`src/rtl/solver_arb_pkg.sv`:
```
// Shared definitions for the 8-queen solver arbiter: FSM state encodings,
// default board size and width helpers.
package solver_arb_pkg;

  localparam int DEFAULT_N = 8;

  // FSM state encodings
  localparam logic [2:0] ST_IDLE      = 3'd0;
  localparam logic [2:0] ST_GRANT     = 3'd1;
  localparam logic [2:0] ST_START     = 3'd2;
  localparam logic [2:0] ST_WAIT_DONE = 3'd3;
  localparam logic [2:0] ST_CAPTURE   = 3'd4;
  localparam logic [2:0] ST_DRAIN     = 3'd5;

  // Width of a column/row index for an n x n board
  function automatic int col_w(input int n);
    return (n <= 1) ? 1 : $clog2(n);
  endfunction

  // Width of a requester index for n requesters
  function automatic int id_w(input int n);
    return (n <= 1) ? 1 : $clog2(n);
  endfunction

endpackage

```
`src/rtl/rr_arbiter.sv`:
```
// Round-robin picker: combinational search for the first set request after
// the last winner (with wrap), pointer updated on a grant strobe.
module rr_arbiter
  import solver_arb_pkg::*;
#(
  parameter int  NUM_REQ = 4,
  localparam int ID_W    = id_w(NUM_REQ)
) (
  input  logic               clk,
  input  logic               user_reset,
  input  logic [NUM_REQ-1:0] req,
  input  logic               grant_stb,
  output logic               pick_valid,
  output logic [ID_W-1:0]    pick_id
);

  logic [ID_W-1:0]    rr_ptr_reg;
  logic [ID_W-1:0]    cand [NUM_REQ];
  logic [NUM_REQ-1:0] hit;

  // Candidate gi is the requester gi+1 positions after the pointer, wrapped
  generate
    for (genvar gi = 0; gi < NUM_REQ; gi++) begin : g_cand
      logic [ID_W:0] sum;
      assign sum      = {1'b0, rr_ptr_reg} + (ID_W+1)'(gi + 1);
      assign cand[gi] = (sum >= (ID_W+1)'(NUM_REQ)) ? ID_W'(sum - (ID_W+1)'(NUM_REQ))
                                                    : sum[ID_W-1:0];
      assign hit[gi]  = req[cand[gi]];
    end
  endgenerate

  // Lowest offset from the pointer wins
  always_comb begin
    pick_valid = 1'b0;
    pick_id    = '0;
    for (int i = NUM_REQ - 1; i >= 0; i--) begin
      if (hit[i]) begin
        pick_valid = 1'b1;
        pick_id    = cand[i];
      end
    end
  end

  // Pointer starts at the last requester so req[0] has priority first
  always_ff @(posedge clk or posedge user_reset) begin
    if (user_reset) begin
      rr_ptr_reg <= ID_W'(NUM_REQ - 1);
    end else if (grant_stb && pick_valid) begin
      rr_ptr_reg <= pick_id;
    end
  end

endmodule

```
`src/rtl/solver_arbiter.sv`:
```
// Shares one 8-queen solver between NUM_REQ clients: round-robin grant,
// start pulse, capture of the N-beat column burst, then drain to the winner.
// Optional watchdog on WAIT_DONE enabled by defining SOLVER_WATCHDOG_EN.
module solver_arbiter
  import solver_arb_pkg::*;
#(
  parameter int  NUM_REQ = 4,
  parameter int  N       = DEFAULT_N,
  parameter int  TIMEOUT = 4096,
  localparam int COL_W   = col_w(N),
  localparam int ID_W    = id_w(NUM_REQ)
) (
  input  logic               clk,
  input  logic               user_reset,
  input  logic [NUM_REQ-1:0] req,
  output logic [NUM_REQ-1:0] gnt,
  output logic               busy,
  input  logic               solver_ready,
  output logic               solver_start,
  input  logic               solver_done,
  input  logic               solver_out_en,
  input  logic [COL_W-1:0]   solver_col,
  output logic               solver_abort,
  output logic               res_valid,
  input  logic               res_ready,
  output logic [COL_W-1:0]   res_row,
  output logic [COL_W-1:0]   res_col,
  output logic [ID_W-1:0]    res_id,
  output logic               res_last,
  output logic               res_err
);

  localparam logic [COL_W-1:0] LAST_IDX = COL_W'(N - 1);

  logic [2:0]         state_reg;
  logic [NUM_REQ-1:0] gnt_reg;
  logic [ID_W-1:0]    res_id_reg;
  logic               start_reg;
  logic [COL_W-1:0]   wr_ptr_reg;
  logic [COL_W-1:0]   rd_ptr_reg;
  logic [COL_W-1:0]   buf_mem [N];
  logic               pick_valid;
  logic [ID_W-1:0]    pick_id;
  logic               err_flag;
  logic               drain;
  logic               beat_last;

`ifdef SOLVER_WATCHDOG_EN
  localparam int WD_W = $clog2(TIMEOUT + 1);
  logic [WD_W-1:0] wd_cnt_reg;
  logic            abort_reg;
  logic            err_reg;
  assign err_flag     = err_reg;
  assign solver_abort = abort_reg;
`else
  assign err_flag     = 1'b0;
  assign solver_abort = 1'b0;
`endif

  rr_arbiter #(.NUM_REQ(NUM_REQ)) u_rr (
    .clk        (clk),
    .user_reset (user_reset),
    .req        (req),
    .grant_stb  (state_reg == ST_GRANT),
    .pick_valid (pick_valid),
    .pick_id    (pick_id)
  );

  assign drain     = (state_reg == ST_DRAIN);
  assign beat_last = err_flag || (rd_ptr_reg == LAST_IDX);

  // Service sequencing: grant, start pulse, wait, capture, drain
  always_ff @(posedge clk or posedge user_reset) begin
    if (user_reset) begin
      state_reg  <= ST_IDLE;
      gnt_reg    <= '0;
      res_id_reg <= '0;
      start_reg  <= 1'b0;
      wr_ptr_reg <= '0;
      rd_ptr_reg <= '0;
`ifdef SOLVER_WATCHDOG_EN
      wd_cnt_reg <= '0;
      abort_reg  <= 1'b0;
      err_reg    <= 1'b0;
`endif
    end else begin
      case (state_reg)
        ST_IDLE: begin
          if (|req && solver_ready) state_reg <= ST_GRANT;
        end
        ST_GRANT: begin
          if (pick_valid) begin
            gnt_reg    <= NUM_REQ'(1) << pick_id;
            res_id_reg <= pick_id;
            state_reg  <= ST_START;
          end else begin
            // Request vanished before arbitration; nothing to serve
            state_reg <= ST_IDLE;
          end
`ifdef SOLVER_WATCHDOG_EN
          err_reg <= 1'b0;
`endif
        end
        ST_START: begin
          start_reg <= 1'b1;
          state_reg <= ST_WAIT_DONE;
`ifdef SOLVER_WATCHDOG_EN
          wd_cnt_reg <= '0;
`endif
        end
        ST_WAIT_DONE: begin
          start_reg <= 1'b0;
          if (solver_done) begin
            wr_ptr_reg <= '0;
            state_reg  <= ST_CAPTURE;
          end
`ifdef SOLVER_WATCHDOG_EN
          else if (wd_cnt_reg == WD_W'(TIMEOUT - 1)) begin
            abort_reg  <= 1'b1;
            err_reg    <= 1'b1;
            rd_ptr_reg <= '0;
            state_reg  <= ST_DRAIN;
          end else begin
            wd_cnt_reg <= wd_cnt_reg + WD_W'(1);
          end
`endif
        end
        ST_CAPTURE: begin
          if (solver_out_en) begin
            wr_ptr_reg <= wr_ptr_reg + COL_W'(1);
            if (wr_ptr_reg == LAST_IDX) begin
              rd_ptr_reg <= '0;
              state_reg  <= ST_DRAIN;
            end
          end
        end
        ST_DRAIN: begin
`ifdef SOLVER_WATCHDOG_EN
          abort_reg <= 1'b0;
`endif
          if (res_ready) begin
            if (beat_last) begin
              gnt_reg   <= '0;
              state_reg <= ST_IDLE;
            end else begin
              rd_ptr_reg <= rd_ptr_reg + COL_W'(1);
            end
          end
        end
        default: state_reg <= ST_IDLE;
      endcase
    end
  end

  // Burst buffer; contents are only meaningful between CAPTURE and DRAIN
  always_ff @(posedge clk) begin
    if (state_reg == ST_CAPTURE && solver_out_en) begin
      buf_mem[wr_ptr_reg] <= solver_col;
    end
  end

  // Result port is driven only in DRAIN; an aborted service yields row 0, col 0
  always_comb begin
    res_valid = drain;
    res_last  = drain && beat_last;
    res_err   = drain && err_flag;
    res_row   = '0;
    res_col   = '0;
    if (drain && !err_flag) begin
      res_row = rd_ptr_reg;
      res_col = buf_mem[rd_ptr_reg];
    end
  end

  assign gnt          = gnt_reg;
  assign busy         = (state_reg != ST_IDLE);
  assign solver_start = start_reg;
  assign res_id       = res_id_reg;

endmodule

```
`config.mk`:
```
export PLATFORM = sky130hd
export DESIGN_NAME = solver_arbiter
export DESIGN_NICKNAME = d
export VERILOG_FILES = /design/src/rtl/solver_arb_pkg.sv /design/src/rtl/rr_arbiter.sv /design/src/rtl/solver_arbiter.sv
export SDC_FILE = /design/constraint.sdc
export NUM_CORES = 1
export LEC_CHECK = 0
export BUFFER_PORTS_ARGS = -buffer_cell sky130_fd_sc_hd__buf_4
export CELL_PAD_IN_SITES_DETAIL_PLACEMENT = 0
export CELL_PAD_IN_SITES_GLOBAL_PLACEMENT = 2
export CORE_MARGIN = 2
export CORE_UTILIZATION = 38
export CTS_CLUSTER_SIZE = 16
export DETAILED_ROUTE_END_ITERATION = 12
export GPL_TIMING_DRIVEN = 0
export PLACE_DENSITY_LB_ADDON = 0.25
export SETUP_SLACK_MARGIN = 0.5
export SLEW_MARGIN = 30
export SYNTH_ARGS = -nofsm -noshare
export SYNTH_HDL_FRONTEND = slang
export SYNTH_HIERARCHICAL = 1
export SYNTH_SLANG_ARGS = --single-unit
```
`constraint.sdc`:
```
create_clock -name clk -period 2.2 [get_ports clk]
set_clock_uncertainty 0.05 [all_clocks]
set_input_delay 0.22 -clock clk [delete_from_list [all_inputs] [get_ports clk]]
set_output_delay 0.22 -clock clk [all_outputs]
set_load 0.005 [all_outputs]
```
==> out/metrics.yaml <==
status:
  status: "finished clean"
final_layout:
  largest_register_ffs: 24
  antenna_cells: 0
  fillerInstances: 476
  multi_input_area_um2: 1040
  layout-drive-gt1-share_pct: 44.8
  layout_commonest_cell: "buf_4"
  layout-area-overhead-vs-synth_pct: 41.5
  final_cell_mix: "36 x buf_4, 24 x edfxtp_1, 15 x buf_6, 14 x mux2i_1, 12 x dfrtp_1"
  nets: 248
  seq_area_um2: 1180
global_routing:
  antenna_found_initial: 0
  grt-ovfl-total: 0
  grt_pass1_vias: 1468
  grt_pass1_wl_um: 7200
  grt_max_degree: 17
  gr-usage-all-layers_pct: 15.5
die:
  die_x_um: 78.7
  core_area_um2: 5440
  die_h_um: 78.7
  ios: 31
  die_area_um2: 6190
  initial_core_util_pct: 39.0
  rows: 27
placed_design:
  dpl.hpwl_um: 3230
  pre_cts_slack_ns: 0.278
  io_buffers: 28
  finalWeightedCongestion: 0.767
critical_path:
  critPathLaunch: "rd_ptr_reg[1]"
  cp_data_required_time_ns: 1.93
  cpMostUsedCell: "buf_6"
  r2r_end: "rd_ptr_reg[0]"
  r2r_cells: 6
  crit_type: "reg -> out"
  cp_top_family: "flip-flops"
  critPathMaxFanout: 6
  slowest_delay_ns: 0.40
  crit_path_cell_trace: "buf_6, buf_6, mux2i_1, a22oi_1, and4_1, buf_6"
  critical_path_arrival_ns: 1.62
  cp_slowest_cell: "dfrtp_1"
  start_kind: "flip-flop"
  crit_path_end_kind: "output pin"
  timing.rr.start: "rd_ptr_reg[1]"
  critPathBufInv: 3
  r2r_slack_ns: 0.40
run:
  cap_violations: 0
cts:
  clock_path_buffers: 2
  ctsRootBufferMaster: "clkbuf_8"
  cts_tree: "yes"
  cts.sinks: 42
  htreeDepth: 2
  cts_inserted_buffers: 5
  clk_latency_ns: 0.29
  clkTransAtPathRegs_ns: 0.07
pwr:
  pwr_density_cell_nw_per_um2: 1180
  p_leak_nw: 1.25
  peakVddDrop_mv: 0.664
synth:
  synth.distinct_cells: 49
  synth_edf_count: 24
  yosys.area.top_type: "edfxtp_1"
  avgSynthCellArea_um2: 12.3
  synth_area_um2: 2120
  synth.area.top_cells: "edfxtp_1 34%, dfrtp_1 19%, mux2i_1 6.6%"
  yosysTopAreaCellShare_pct: 34.0
  async_flop_share_pct: 42.9
  yosysSeqAreaShare_pct: 55.4
  synthFlopType: "edfxtp_1"
  yosys_warnings: 6
  ys_ff_latch: 42
  synth_cells: 173
sta:
  hold_viol_final: 0
  finalMaxSlewViolations: 0
  fin_crit_sh_pct: 85.7
  fin_setup_tns_ns: 0
  tightest_slew_ns: 0.625
  layout_min_cycle_time_ns: 1.89
  hold_ws_ns: 0.125
  clock.fmax_mhz: 530
  setup_viol: 0
  max_slew_margin_pct: 58.3
  rsz0062_at_grt: "yes"
  setup_ws_ns: 0.314
worst_hold_path:
  holdPathEnd: "buf_mem[7][0]"
  hp-start: "solver_col[0]"
  holdPathStages: 1
  min_path_type: "in -> reg"
route:
  drt-initial-drc-count: 49
  antenna_left: 0
  drc_errors: 0
  vias_per_cell: 5.06
  wl_per_cell_um: 15.5
  firstDrtPassIters: 4
  wl_um: 4720
  vias: 1539
[power breakdown]
| part | total, mW | internal (mW) | switching (mW) |
|---|---|---|---|
| registers | 1.18 | 1.01 | 0.166 |
| clock network | 0.580 | 0.335 | 0.245 |
| logic | 1.78 | 1.03 | 0.753 |
| total | 3.54 | 2.37 | 1.16 |
[logic make-up after synthesis]
| family | share of synthesized area [%] |
|---|---|
| AOI/OAI and AO/OA | 8.09 |
| adders and majority gates | 2.36 |
| buffers and inverters | 3.66 |
| DFF | 55.4 |
| muxes | 11.7 |
| other | 0.177 |
| and+or+nand+nor | 18.6 |
[worst max path at each step]
stage               endpoint  slack [ns]  depth (start not counted)
2_1_floorplan  rd_ptr_reg[0]        0.56                          5
3_3_place_gp   buf_mem[4][1]        0.34                          3
3_5_place_dp   buf_mem[4][0]        0.28                          3
4_1_cts           res_col[0]        0.30                          6
5_1_grt           res_col[2]        0.23                          6
6_report          res_col[2]        0.31                          6
[synth_stat cells, drive strengths merged (2+ instances only)]
library cell,number
nor2,7
nor2b,4
nor3b,2
nand3b,5
nand2b,7
dfrtp,16
nand3,6
mux2i,14
a22o,2
ha,4
edfxtp,24
buf,7
nor4,2
nor3,4
mux2,9
and4,3
a22oi,3
inv,5
or2,2
clkbuf,2
o21ai,3
and2,5
or3,2
a21oi,5
dfstp,2
and3b,2
o22ai,2
nand2,12
[repair_timing]
item,in CTS,in global routing
setup endpoints to repair,28,40
hold buffers,1,0
setup buffers,10,9
endpoints found under the hold margin,18,0
gates resized for setup,32,28
pin swaps,10,8
gates cloned,2,0
[area by class of cell]
type                       instances  share of cell area (%)
tap                               72                    3.00
timing repair buffer              50                    15.9
sequential                        42                    39.3
clock inverter                     2                    1.13
inverter                           5                   0.626
multi-input combinational        118                    34.8
buffer                             9                    2.84
clock buffer                       6                    2.42
[through the flow]
step | instance area (µm²) | util [%] | instances | power (mW)
2_1_floorplan | 2120 | - | 174 | 1.94
3_3_place_gp | 2420 | 44.6 | 274 | 2.27
3_5_place_dp | 2420 | 44.6 | 274 | 2.33
4_1_cts | 2770 | 50.9 | 295 | 3.20
5_1_grt | 3000 | 55.1 | 304 | 3.76
6_report | 3000 | 55.1 | 304 | 3.54
[per-layer routing]
layer | wire length (µm) | track usage, % | share of wire (%) | vias up
met5 | 0 | 0 | 0 | -
met4 | 53 | 5.96 | 1.1 | 0
met3 | 190 | 3.79 | 4.0 | 4
met2 | 2420 | 25.8 | 51 | 40
met1 | 2060 | 19.4 | 44 | 746
li1 | - | - | - | 749
Note: power is estimated with default switching activity, not from simulation.
